===== src/rtl/cnv_psum_quant.sv =====
// Requantizes MAC accumulator results (bias, rounding shift, ReLU, saturation),
// packs NUM_PE lanes per word and queues finished words for the output writer.
module cnv_psum_quant #(
  parameter int DATA_WIDTH  = 8,
  parameter int MAC_WIDTH   = 16,
  parameter int NUM_PE      = 4,
  parameter int FIFO_DEPTH  = 4,
  parameter int SHIFT_WIDTH = 4
) (
  input  logic                         clk,
  input  logic                         rst,
  input  logic                         CFG_Sta,
  input  logic [MAC_WIDTH-1:0]         CFG_Bias,
  input  logic [SHIFT_WIDTH-1:0]       CFG_Shift,
  input  logic                         CFG_Relu,
  input  logic                         CNV_Val,
  output logic                         CNV_Rdy,
  input  logic [MAC_WIDTH-1:0]         CNV_Mac,
  input  logic                         CNV_Lst,
  output logic                         OUT_Val,
  input  logic                         OUT_Rdy,
  output logic [DATA_WIDTH*NUM_PE-1:0] OUT_Dat,
  output logic                         OUT_Lst
);

  localparam int CW = (NUM_PE > 1) ? $clog2(NUM_PE) : 1;
  localparam int AW = $clog2(FIFO_DEPTH);
  localparam int SW = MAC_WIDTH + 1;
  localparam int RW = MAC_WIDTH + 2;
  localparam int WW = DATA_WIDTH * NUM_PE;
  localparam logic [CW-1:0]        LAST_LANE = CW'(NUM_PE - 1);
  localparam logic [AW+1:0]        DEPTH     = (AW+2)'(FIFO_DEPTH);
  localparam logic signed [RW-1:0] SAT_MAX   = RW'((1 << (DATA_WIDTH - 1)) - 1);
  localparam logic signed [RW-1:0] SAT_MIN   = ~SAT_MAX;

  typedef enum logic [1:0] {IDLE = 2'd0, RUN = 2'd1, DRAIN = 2'd2} state_e;

  state_e                              state_q, state_d;
  logic [MAC_WIDTH-1:0]                bias_q;
  logic [SHIFT_WIDTH-1:0]              shift_q;
  logic                                relu_q;
  logic [CW-1:0]                       in_cnt_q;
  logic                                s1_vld_q, s1_lst_q, s1_cls_q;
  logic [SW-1:0]                       s1_sum_q;
  logic                                s2_vld_q, s2_lst_q, s2_cls_q;
  logic [DATA_WIDTH-1:0]               s2_dat_q;
  logic [NUM_PE-1:0][DATA_WIDTH-1:0]   pack_q, pack_d;
  logic [CW-1:0]                       pack_cnt_q, pack_cnt_d;
  logic                                done_q, done_d, wlst_q;
  logic [WW:0]                         mem_q [FIFO_DEPTH];
  logic [AW-1:0]                       wr_q, rd_q;
  logic [AW:0]                         cnt_q;

  logic                                accept, push, pop, in_cls, drained;
  logic [1:0]                          inflight;
  logic [AW+1:0]                       occupancy;
  logic [RW-1:0]                       ext, rnd;
  logic signed [RW-1:0]                shifted, clipped;
  logic [DATA_WIDTH-1:0]               quant;

  // A word is "in flight" once its closing element is accepted, so the FIFO
  // space it will need is reserved before the element is let in.
  assign inflight  = {1'b0, s1_vld_q & s1_cls_q} + {1'b0, s2_vld_q & s2_cls_q} + {1'b0, done_q};
  assign occupancy = {1'b0, cnt_q} + {{AW{1'b0}}, inflight};
  assign CNV_Rdy   = (state_q == RUN) && (occupancy < DEPTH);
  assign accept    = CNV_Val && CNV_Rdy;
  assign in_cls    = CNV_Lst || (in_cnt_q == LAST_LANE);
  assign push      = done_q;
  assign pop       = OUT_Val && OUT_Rdy;
  assign drained   = !s1_vld_q && !s2_vld_q && !done_q && (pack_cnt_q == '0) && (cnt_q == '0);

  always_comb begin
    state_d = state_q;
    case (state_q)
      IDLE:    state_d = IDLE;
      RUN:     if (accept && CNV_Lst) state_d = DRAIN;
      DRAIN:   if (drained) state_d = IDLE;
      default: state_d = IDLE;
    endcase
    if (CFG_Sta) state_d = RUN;
  end

  always_ff @(posedge clk or posedge rst) begin
    if (rst) state_q <= IDLE;
    else     state_q <= state_d;
  end

  // Round half up by adding half an LSB of the shifted result before the shift.
  assign ext     = {s1_sum_q[SW-1], s1_sum_q};
  assign rnd     = (shift_q == '0) ? '0 : (RW'(1) << (shift_q - 1'b1));
  assign shifted = $signed(ext + rnd) >>> shift_q;

  always_comb begin
    clipped = shifted;
    if (relu_q && shifted[RW-1]) clipped = '0;
    if (clipped > SAT_MAX)      clipped = SAT_MAX;
    else if (clipped < SAT_MIN) clipped = SAT_MIN;
  end
  assign quant = clipped[DATA_WIDTH-1:0];

  // The push cycle of a finished word may coincide with lane 0 of the next.
  always_comb begin
    pack_d     = done_q ? '0 : pack_q;
    pack_cnt_d = pack_cnt_q;
    done_d     = 1'b0;
    if (s2_vld_q) begin
      pack_d[pack_cnt_q] = s2_dat_q;
      if (s2_lst_q || (pack_cnt_q == LAST_LANE)) begin
        pack_cnt_d = '0;
        done_d     = 1'b1;
      end else begin
        pack_cnt_d = pack_cnt_q + 1'b1;
      end
    end
  end

  always_ff @(posedge clk or posedge rst) begin
    if (rst) begin
      bias_q <= '0; shift_q <= '0; relu_q <= 1'b0; in_cnt_q <= '0;
      s1_vld_q <= 1'b0; s1_lst_q <= 1'b0; s1_cls_q <= 1'b0; s1_sum_q <= '0;
      s2_vld_q <= 1'b0; s2_lst_q <= 1'b0; s2_cls_q <= 1'b0; s2_dat_q <= '0;
      pack_q <= '0; pack_cnt_q <= '0; done_q <= 1'b0; wlst_q <= 1'b0;
      wr_q <= '0; rd_q <= '0; cnt_q <= '0;
    end else if (CFG_Sta) begin
      bias_q <= CFG_Bias; shift_q <= CFG_Shift; relu_q <= CFG_Relu; in_cnt_q <= '0;
      s1_vld_q <= 1'b0; s1_lst_q <= 1'b0; s1_cls_q <= 1'b0; s1_sum_q <= '0;
      s2_vld_q <= 1'b0; s2_lst_q <= 1'b0; s2_cls_q <= 1'b0; s2_dat_q <= '0;
      pack_q <= '0; pack_cnt_q <= '0; done_q <= 1'b0; wlst_q <= 1'b0;
      wr_q <= '0; rd_q <= '0; cnt_q <= '0;
    end else begin
      if (accept) in_cnt_q <= in_cls ? '0 : in_cnt_q + 1'b1;
      s1_vld_q <= accept;
      s1_lst_q <= CNV_Lst;
      s1_cls_q <= in_cls;
      s1_sum_q <= {CNV_Mac[MAC_WIDTH-1], CNV_Mac} + {bias_q[MAC_WIDTH-1], bias_q};
      s2_vld_q <= s1_vld_q;
      s2_lst_q <= s1_lst_q;
      s2_cls_q <= s1_cls_q;
      s2_dat_q <= quant;
      pack_q     <= pack_d;
      pack_cnt_q <= pack_cnt_d;
      done_q     <= done_d;
      wlst_q     <= s2_vld_q && s2_lst_q;
      if (push) wr_q <= wr_q + 1'b1;
      if (pop)  rd_q <= rd_q + 1'b1;
      if (push && !pop)      cnt_q <= cnt_q + 1'b1;
      else if (pop && !push) cnt_q <= cnt_q - 1'b1;
    end
  end

  always_ff @(posedge clk) begin
    if (push && !CFG_Sta) mem_q[wr_q] <= {wlst_q, pack_q};
  end

  // Storage is not reset, so the read port is gated to keep outputs clean.
  assign OUT_Val = (cnt_q != '0);
  assign OUT_Dat = OUT_Val ? mem_q[rd_q][WW-1:0] : '0;
  assign OUT_Lst = OUT_Val ? mem_q[rd_q][WW] : 1'b0;

endmodule


===== config.mk =====
export PLATFORM = sky130hd
export DESIGN_NAME = cnv_psum_quant
export DESIGN_NICKNAME = d
export VERILOG_FILES = /design/src/rtl/cnv_psum_quant.sv
export SDC_FILE = /design/constraint.sdc
export NUM_CORES = 1
export LEC_CHECK = 0
export ABC_AREA = 0
export CORE_UTILIZATION = 50
export DETAILED_ROUTE_END_ITERATION = 16
export PLACE_DENSITY_LB_ADDON = 0.05
export SKIP_LAST_GASP = 1
export SLEW_MARGIN = 10
export SYNTH_ARGS = -nofsm -noshare
export SYNTH_HDL_FRONTEND = slang
export SYNTH_SLANG_ARGS = --single-unit

===== constraint.sdc =====
create_clock -name clk -period 6.4 [get_ports clk]
set_input_delay 1.28 -clock clk [delete_from_list [all_inputs] [get_ports clk]]
set_output_delay 1.28 -clock clk [all_outputs]
set_load 0.02 [all_outputs]

After elaboration in Yosys (flattened, before gate mapping). Memories as Yosys holds them, arrays and structs flattened. Cells that the tools add are included.

Register bits after elaboration: 99. Memory bits (writable): 132. Input bits: 43. Output and inout bits: 35. Word-level logic and storage cells: 125. Memories: 1.

Memory list: mem_q (words 4, bits a word 33, rd ports 1, clocked after Yosys merged registers in 0, write ports 1, RTL line 50) `logic [WW:0] mem_q [FIFO_DEPTH];`.

Add/sub/neg operators: 12. Order comparisons: 5. Eq/ne operators: 6. Shifts and indexed selects: 2. Multiplexer cells: 43. Bitwise operators: 2. Reductions and logical operators: 31.

Operators by type and width (count): $mux 32 (4); $mux 18 (2); $bwmux 32 (1); $mux 8 (4); $mux 2 (13); $add 18x18->18 (1); $gt 18x8->1 const B (1); $lt 18x8->1 const B (1); $shl 1x4->18 const A (1); $sshr 18x4->18 (1); $add 16x16->17 (1); $mux 17 (1); $demux 8 s2 (1); $logic_and 1x1->1 (14); $mux 1 (13); $mux 3 (3); $add 2x1->2 const B (4); $reduce_bool 2->1 (4); $eq 2x2->1 const B (3); $reduce_bool 3->1 (2); $logic_not 1->1 (5); $add 3x2->4 (1); $logic_not 4->1 (1); $lt 4x3->1 const B (1); 16 further kinds (18).

Longest topological paths before layout. Gate-level depths: netlist (run 1).

Depth after elaboration: 11. Depth in mapped cells: 17. Depth with buffers taken out: 15.

Worst setup path after synthesis (run 1). OpenSTA, ideal clock, no wires.

Path type: register -> register. Start point: register shift_q[2]. End point: register s2_dat_q[2]. Setup time: 0.092 ns. Arrival: 4.468 ns. Data required time: 6.308 ns. Setup slack: 1.840 ns. Cell stages (with the launch flop): 17. Path buffers: 3. Period minus slack after synthesis: 4.560 ns. Path through: dfrtp_1 clkbuf_1 clkbuf_1 buf_1 nor3_1 ha_1 fa_1 a211oi_1 o21ai_2 and3_4 a2111oi_4 nor4_1 a2111o_1 o41ai_2 o2111a_2 a41oi_4 o31ai_2.

Word-level cells in the longest chain between the ends: 11. Elaborated cells between the ends (all ways): 13. Those cells by class: add/sub: 2; order compare: 2; shift: 2; mux: 5; reduce/logical: 2.

RTL lines: from (decl) (RTL line 40) `logic [SHIFT_WIDTH-1:0] shift_q;`; from (signal assigned) (RTL line 119) `bias_q <= '0; shift_q <= '0; relu_q <= 1'b0; in_cnt_q <= '0;`; from (signal assigned) (RTL line 125) `bias_q <= CFG_Bias; shift_q <= CFG_Shift; relu_q <= CFG_Relu; in_cnt_q <= '0;`; $sub 4x1->4 (RTL line 90) `assign rnd = (shift_q == '0) ? '0 : (RW'(1) << (shift_q - 1'b1));`; $shl 1x4->18 (RTL line 90); $mux 18 (RTL line 90); $add 18x18->18 (RTL line 91) `assign shifted = $signed(ext + rnd) >>> shift_q;`; $sshr 18x4->18 (*) (RTL line 91); $logic_and 1x1->1 (RTL line 95) `if (relu_q && shifted[RW-1]) clipped = '0;`; $mux 18 (*) (RTL line 95); $lt 18x8->1 (RTL line 97) `else if (clipped < SAT_MIN) clipped = SAT_MIN;`; $mux 8 (RTL line 97); $mux 8 (*) (RTL line 96) `if (clipped > SAT_MAX) clipped = SAT_MAX;`; $mux 8 (*) (RTL line 124) `end else if (CFG_Sta) begin`; to (signal assigned) (RTL line 139) `s2_dat_q <= quant;`; to (decl) (RTL line 46) `logic [DATA_WIDTH-1:0] s2_dat_q;`.

Every way passes the cells marked *; elsewhere a longest branch is shown, timed or not. A chain may end at the register's enable or synchronous reset.

Final worst setup path (run 1).
Start point: register shift_q[0]. End point: register s2_dat_q[2].

The elaborated chain is that of the path after synthesis.

==> results of run 1 <==
final cells by class:
type	instances	area [sq um]	area share, %
inverter	27	104	0.761
clock buffer	34	699	5.12
multi-input combinational	655	5070	37.1
sequential	231	6440	47.2
clock inverter	11	81.3	0.596
tap	313	392	2.87
timing repair buffer	90	866	6.34
stage by stage:
step                      worst slack, ps  hold WS, ps  utilization [%]  area, sq um  power, W
after floorplan                      1840          439                -        11800   0.00251
after global placement               1800          446             56.2        12900   0.00293
after detailed placement             1640          456             56.2        12900   0.00294
final                                1620          464             59.6        13700   0.00424
after global routing                 1230          535             59.6        13700   0.00446
after CTS                            1620          472             59.6        13700   0.00430
cell usage after synthesis, types with 4 or more instances:
cell type and n:
ha_1 42, nor2_1 75, or3_1 8, nand2_1 84
edfxtp_1 132, mux2_2 22, xnor2_1 21, mux2i_1 14
o221ai_1 4, o21ai_1 6, and3_1 6, nor3_1 9
o311a_1 4, mux4_2 35, o31ai_1 8, a211oi_1 12
a211o_1 4, o21bai_1 7, clkbuf_1 37, o21ai_0 19
fa_1 4, a21o_1 10, nand3b_1 34, o21a_1 5
a21oi_1 68, nand2b_1 4, nor2b_1 9, nand3_1 13
inv_1 26, a31oi_1 5, xor2_1 7, nor4_1 9
buf_1 14, dfrtp_1 99, and2_1 47
worst register-to-register path: stages (launching register included):
cell and delay, ps:
dfrtp_1 560, inv_2 390, nand2_1 190, nor3_1 340
ha_1 330, a211oi_2 270, o21a_1 260, o221ai_1 240
a211oi_1 460, nor2_1 130, a2111o_1 490, o41ai_2 320
o2111a_2 280, a41oi_4 180, o31ai_2 270
metal layers:
metal | vias to the layer above | GRT usage [%] | part of all wire, %
li1 | 3738 | - | -
met1 | 3878 | 27.7 | 43
met2 | 157 | 39.8 | 52
met3 | 39 | 2.89 | 3.3
met4 | 0 | 5.98 | 2.2
met5 | - | 0 | 0
kinds of logic (layout without fill, tap and decap cells):
logic type,count (synthesis),in the layout,share of synthesized area [%]
adder cells (fa/ha/maj),46,46,5.12
other,1,1,0.0317
AND/OR/NAND/NOR,312,312,13.5
flip-flops,231,231,54.5
XOR/XNOR,28,28,2.07
multiplexers,71,71,9.95
buffers and inverters,82,162,2.70
AO/OA/AOI/OAI,197,197,12.1
where the power goes:
group          internal [W]  switching [W]
Clock              0.000771       0.000580
Sequential          0.00163      0.0000942
Combinational      0.000547       0.000618
Total               0.00295        0.00129
flip-flops by register name (all words and copies together), names as in the netlist, 2 cells and up:
| signal | cells |
|---|---|
| s2_dat_q | 8 |
| pack_cnt_q | 2 |
| shift_q | 4 |
| bias_q | 16 |
| cnt_q | 3 |
| rd_q | 2 |
| s1_sum_q | 17 |
| wr_q | 2 |
| mem_q | 132 |
| state_q | 2 |
| pack_q | 32 |
| in_cnt_q | 2 |
worst max-delay path by stage:
| stage | from | to | slack (ps) | cells after the start |
|---|---|---|---|---|
| after floorplan | shift_q[2] | s2_dat_q[2] | 1840 | 16 |
| after global placement | shift_q[0] | s2_dat_q[6] | 1800 | 13 |
| after detailed placement | shift_q[0] | s2_dat_q[2] | 1640 | 14 |
| after CTS | shift_q[0] | s2_dat_q[2] | 1620 | 14 |
| after global routing | shift_q[0] | s2_dat_q[2] | 1230 | 14 |
| final | shift_q[0] | s2_dat_q[2] | 1620 | 14 |
==> flow_summary.ini, run 1 <==
[critical_path]
crit_slowest_cell = dfrtp_1
path_class = flip-flop to flip-flop
path_cells = inv_2 > nand2_1 > nor3_1 > ha_1 > a211oi_2 > o21a_1 > o221ai_1 > a211oi_1 > nor2_1 > a2111o_1 > o41ai_2 > o2111a_2 > a41oi_4 > o31ai_2
critPathBufInv = 1
cp.required_ps = 6850
timing.rr.start = shift_q[0]
endpoint_kind = flip-flop
slowest_delay_ps = 560
reg2reg_depth = 14
crit_fanout = 19
r2r_end = s2_dat_q[2]
arrival_ps = 5220
start_kind = flip-flop
path_delay_family = compound AO/OA/AOI/OAI gates
regToRegSetupSlack_ps = 1620

[logic_synthesis]
ys_seq_area_share_pct = 54.5
synthArstFlopShare_pct = 42.9
syn-cell-area_sq_mm = 0.0118
synth_edf_count = 132
ys_types = 76
syn-num-nets = 1057
ys_top_cells_by_area = edfxtp_1 34%, dfrtp_1 21%, mux4_2 6.7%
postSynthAreaPerCell_sq_um = 12.2
yosys_most_used_dff = edfxtp_1
syn_inst = 968
yosysWarnings = 0
synth_top_area_share_pct = 33.5
ys_ff_latch = 231
synth_largest_area_cell = edfxtp_1

[die]
start_util_pct = 51.6
dieHeight_um = 156
rows = 55
io_pins = 78
dieWidth_um = 156
die_area_sq_mm = 0.0243
design.core.area_sq_mm = 0.0229

[timing]
setup_viol = 0
grt_setup_unrepaired = false
slew_headroom_pct = 30.8
slew_violations = 0
fin_tns_setup_ps = 0
min_period_ps = 4780
worst_pin_slew_ps = 1040
worst_clock_skew_ps = 8.73
fmax_ghz = 0.209
post-route-period-util_pct = 74.6
finalHoldViolations = 0

[routing]
vias = 7812
routed_wl_um = 25400
drt_pass1_iterations = 5
postRouteAntennaNets = 0
wl_per_cell_um = 18.6
route.detailed.drc = 0
routed_via_density = 5.74
drtIter0Drc = 383

[cts]
cts_hold_buf = 0
postCtsSetupBuffers = 0
clock_latency_ps = 530
cts_tree = built
postCtsResizedCells = 0
cts_made_buffers = 25
cts_sinks = 231
path_clk_slew_ps = 60
cts_buffer_depth = 3
h-tree-depth = 1
ctsRootBufferMaster = clkbuf_16

[power]
p_leak_nw = 5.17
ir_drop_mv = 0.210
powerDensity_mw_per_mm2 = 310

[cells_and_area]
stdcell_count = 1361
final_common_cell = edfxtp_1
areaGrowthSynthToFinish_pct = 15.4
n_antenna_cell = 0
drive_above_1_share_pct = 13.2
nNetsFinal = 1119
layout_common_cells = 132 x edfxtp_1, 97 x dfrtp_1, 84 x nand2_1
fillerInstances = 1878

[place]
place_inst = 1316
portBuffers = 77
place.gp.congestion = 0.872
dp_hpwl_um = 17000

[grt]
grt_pass1_wl_um = 41800
grt_pass1_vias = 7886
track_usage_pct = 22.0
grt_max_degree = 51
grt_overflow = 0
antenna_found_initial = 0

[outcome]
status = finished, final reports clean

[hold_path]
hp-class = flip-flop to flip-flop
hold_depth = 1
hold_start = s1_lst_q
holdPathEnd = s2_lst_q

[flow_run]
cap_violations = 0
(Power assumes the default switching activity.)
==> run 2, diff against run 1 <==
==> constraint.sdc (replaced) <==
create_clock -name clk -period 4.75 [get_ports clk]
set_input_delay 0.95 -clock clk [delete_from_list [all_inputs] [get_ports clk]]
set_output_delay 0.95 -clock clk [all_outputs]
set_load 0.02 [all_outputs]
==> flow_summary.ini, run 2 (synthesized netlist as in run 1, its figures left out) <==
[routing]
vias = 7854
routed_via_density = 5.71
route.detailed.drc = 0
drtIter0Drc = 397
drt_pass1_iterations = 5
wl_per_cell_um = 18.6
routed_wl_um = 25500
postRouteAntennaNets = 0

[cts]
ctsRootBufferMaster = clkbuf_16
cts_hold_buf = 0
cts_buffer_depth = 3
clock_latency_ps = 520
cts_sinks = 231
h-tree-depth = 1
cts_made_buffers = 25
path_clk_slew_ps = 60
cts_tree = built
postCtsResizedCells = 0
postCtsSetupBuffers = 0

[timing]
slew_violations = 0
min_period_ps = 4390
fmax_ghz = 0.228
worst_clock_skew_ps = 20.2
grt_setup_unrepaired = false
fin_ws_ps = 364
fin_tns_setup_ps = 0
post-route-period-util_pct = 92.3
finalHoldViolations = 0
slew_headroom_pct = 56.3
worst_pin_slew_ps = 656
setup_viol = 0

[critical_path]
start_kind = flip-flop
critPathBufInv = 3
regToRegSetupSlack_ps = 360
slowest_delay_ps = 450
path_cells = inv_2 > buf_4 > nand2_1 > buf_4 > nor2_1 > ha_1 > o2111ai_1 > nor2_1 > a211oi_1 > o31a_1 > mux2_2 > a31oi_1 > o221ai_1 > o41ai_1 > a311o_1 > o31ai_1
crit_fanout = 18
path_delay_family = compound AO/OA/AOI/OAI gates
cp.required_ps = 5110
crit_slowest_cell = dfrtp_1
endpoint_kind = flip-flop
arrival_ps = 4750
path_class = flip-flop to flip-flop

[die]
rows = 55
dieWidth_um = 156
io_pins = 78
die_area_sq_mm = 0.0243
design.core.area_sq_mm = 0.0229
dieHeight_um = 156
start_util_pct = 51.6

[cells_and_area]
fillerInstances = 1863
reg_top3 = mem_q x132, pack_q x32, s1_sum_q x17
nNetsFinal = 1133
largest_reg_flops = 132
stdcell_count = 1376
n_antenna_cell = 0
largest_register = mem_q
layout_common_cells = 132 x edfxtp_1, 98 x dfrtp_1, 84 x nand2_1
final_common_cell = edfxtp_1
areaGrowthSynthToFinish_pct = 16.4
drive_above_1_share_pct = 13.9

[outcome]
status = finished, final reports clean

[power]
p_leak_nw = 5.24
ir_drop_mv = 0.293
powerDensity_mw_per_mm2 = 419
design_power_total_w = 0.00577

[grt]
track_usage_pct = 21.9
grt_overflow = 0
grt_max_degree = 60
grt_pass1_vias = 7893
antenna_found_initial = 0
grt_pass1_wl_um = 41600

[place]
portBuffers = 77
dp_hpwl_um = 17500
place_inst = 1330
place.gp.congestion = 0.915
preCtsSetupSlack_ps = 429

[hold_path]
hp-class = flip-flop to flip-flop

[flow_run]
cap_violations = 0
[run 2: cell count changes in the layout (fill, tap and decap cells not counted), moves of 2 or more]
cell | before | now
buf_4 | 14 | 28
clkbuf_1 | 5 | 9
clkinv_2 | 5 | 1
clkinv_4 | 2 | 0
inv_6 | 0 | 3
[run 2: worst register-to-register path: stages, from the launching register on]
cell,delay [ps]
dfrtp_1,450
inv_2,90
buf_4,250
nand2_1,150
buf_4,180
nor2_1,90
ha_1,370
o2111ai_1,240
nor2_1,70
a211oi_1,350
o31a_1,260
mux2_2,340
a31oi_1,340
o221ai_1,180
o41ai_1,370
a311o_1,380
o31ai_1,140
[run 2: worst paths after layout]
| check | cells past startpoint | startpoint | end |
|---|---|---|---|
| setup / recovery | 16 | shift_q[0] | s2_dat_q[6] |
| hold / removal | 1 | s1_lst_q | s2_lst_q |
| setup reg to reg | 16 | shift_q[0] | s2_dat_q[6] |
| hold reg to reg | 1 | s1_lst_q | s2_lst_q |
| max in group asynchronous | 3 | rst | pack_q[5] |
| min in group asynchronous | 2 | rst | bias_q[2] |
[run 2: area by class of cell]
class                           count  area, sq um  share of cell area [%]
Sequential cell                   231         6440                    46.8
Multi-Input combinational cell    655         5070                    36.8
Timing Repair Buffer              104          971                    7.05
Clock buffer                       38          714                    5.19
Tap cell                          313          392                    2.84
Inverter                           27          104                   0.754
Clock inverter                      8         76.3                   0.554
[run 2: through the flow]
step / cell area [sq um] / hold slack [ps] / utilization (%)
global route: 13800 / 495 / 60.1
CTS: 13800 / 482 / 60.1
detailed placement: 13000 / 469 / 56.6
finish: 13800 / 473 / 60.1
global placement: 13000 / 453 / 56.6
floorplan: 11800 / 439 / -
[run 2: routing by layer]
| layer | routed length [um] | vias to the layer above | part of all wire [%] | global-route usage (%) |
|---|---|---|---|---|
| met5 | 0 | - | 0 | 0 |
| met2 | 13000 | 148 | 51 | 39.1 |
| met4 | 358 | 0 | 1.4 | 4.86 |
| li1 | - | 3761 | - | - |
| met1 | 11300 | 3916 | 44 | 28.3 |
| met3 | 942 | 29 | 3.7 | 2.92 |
[run 2: power breakdown]
group	internal (W)	switching (W)	total, W
sequential	0.00219	0.000112	0.00231
clock	0.00110	0.000767	0.00186
combinational	0.000758	0.000844	0.00160
total	0.00405	0.00172	0.00577
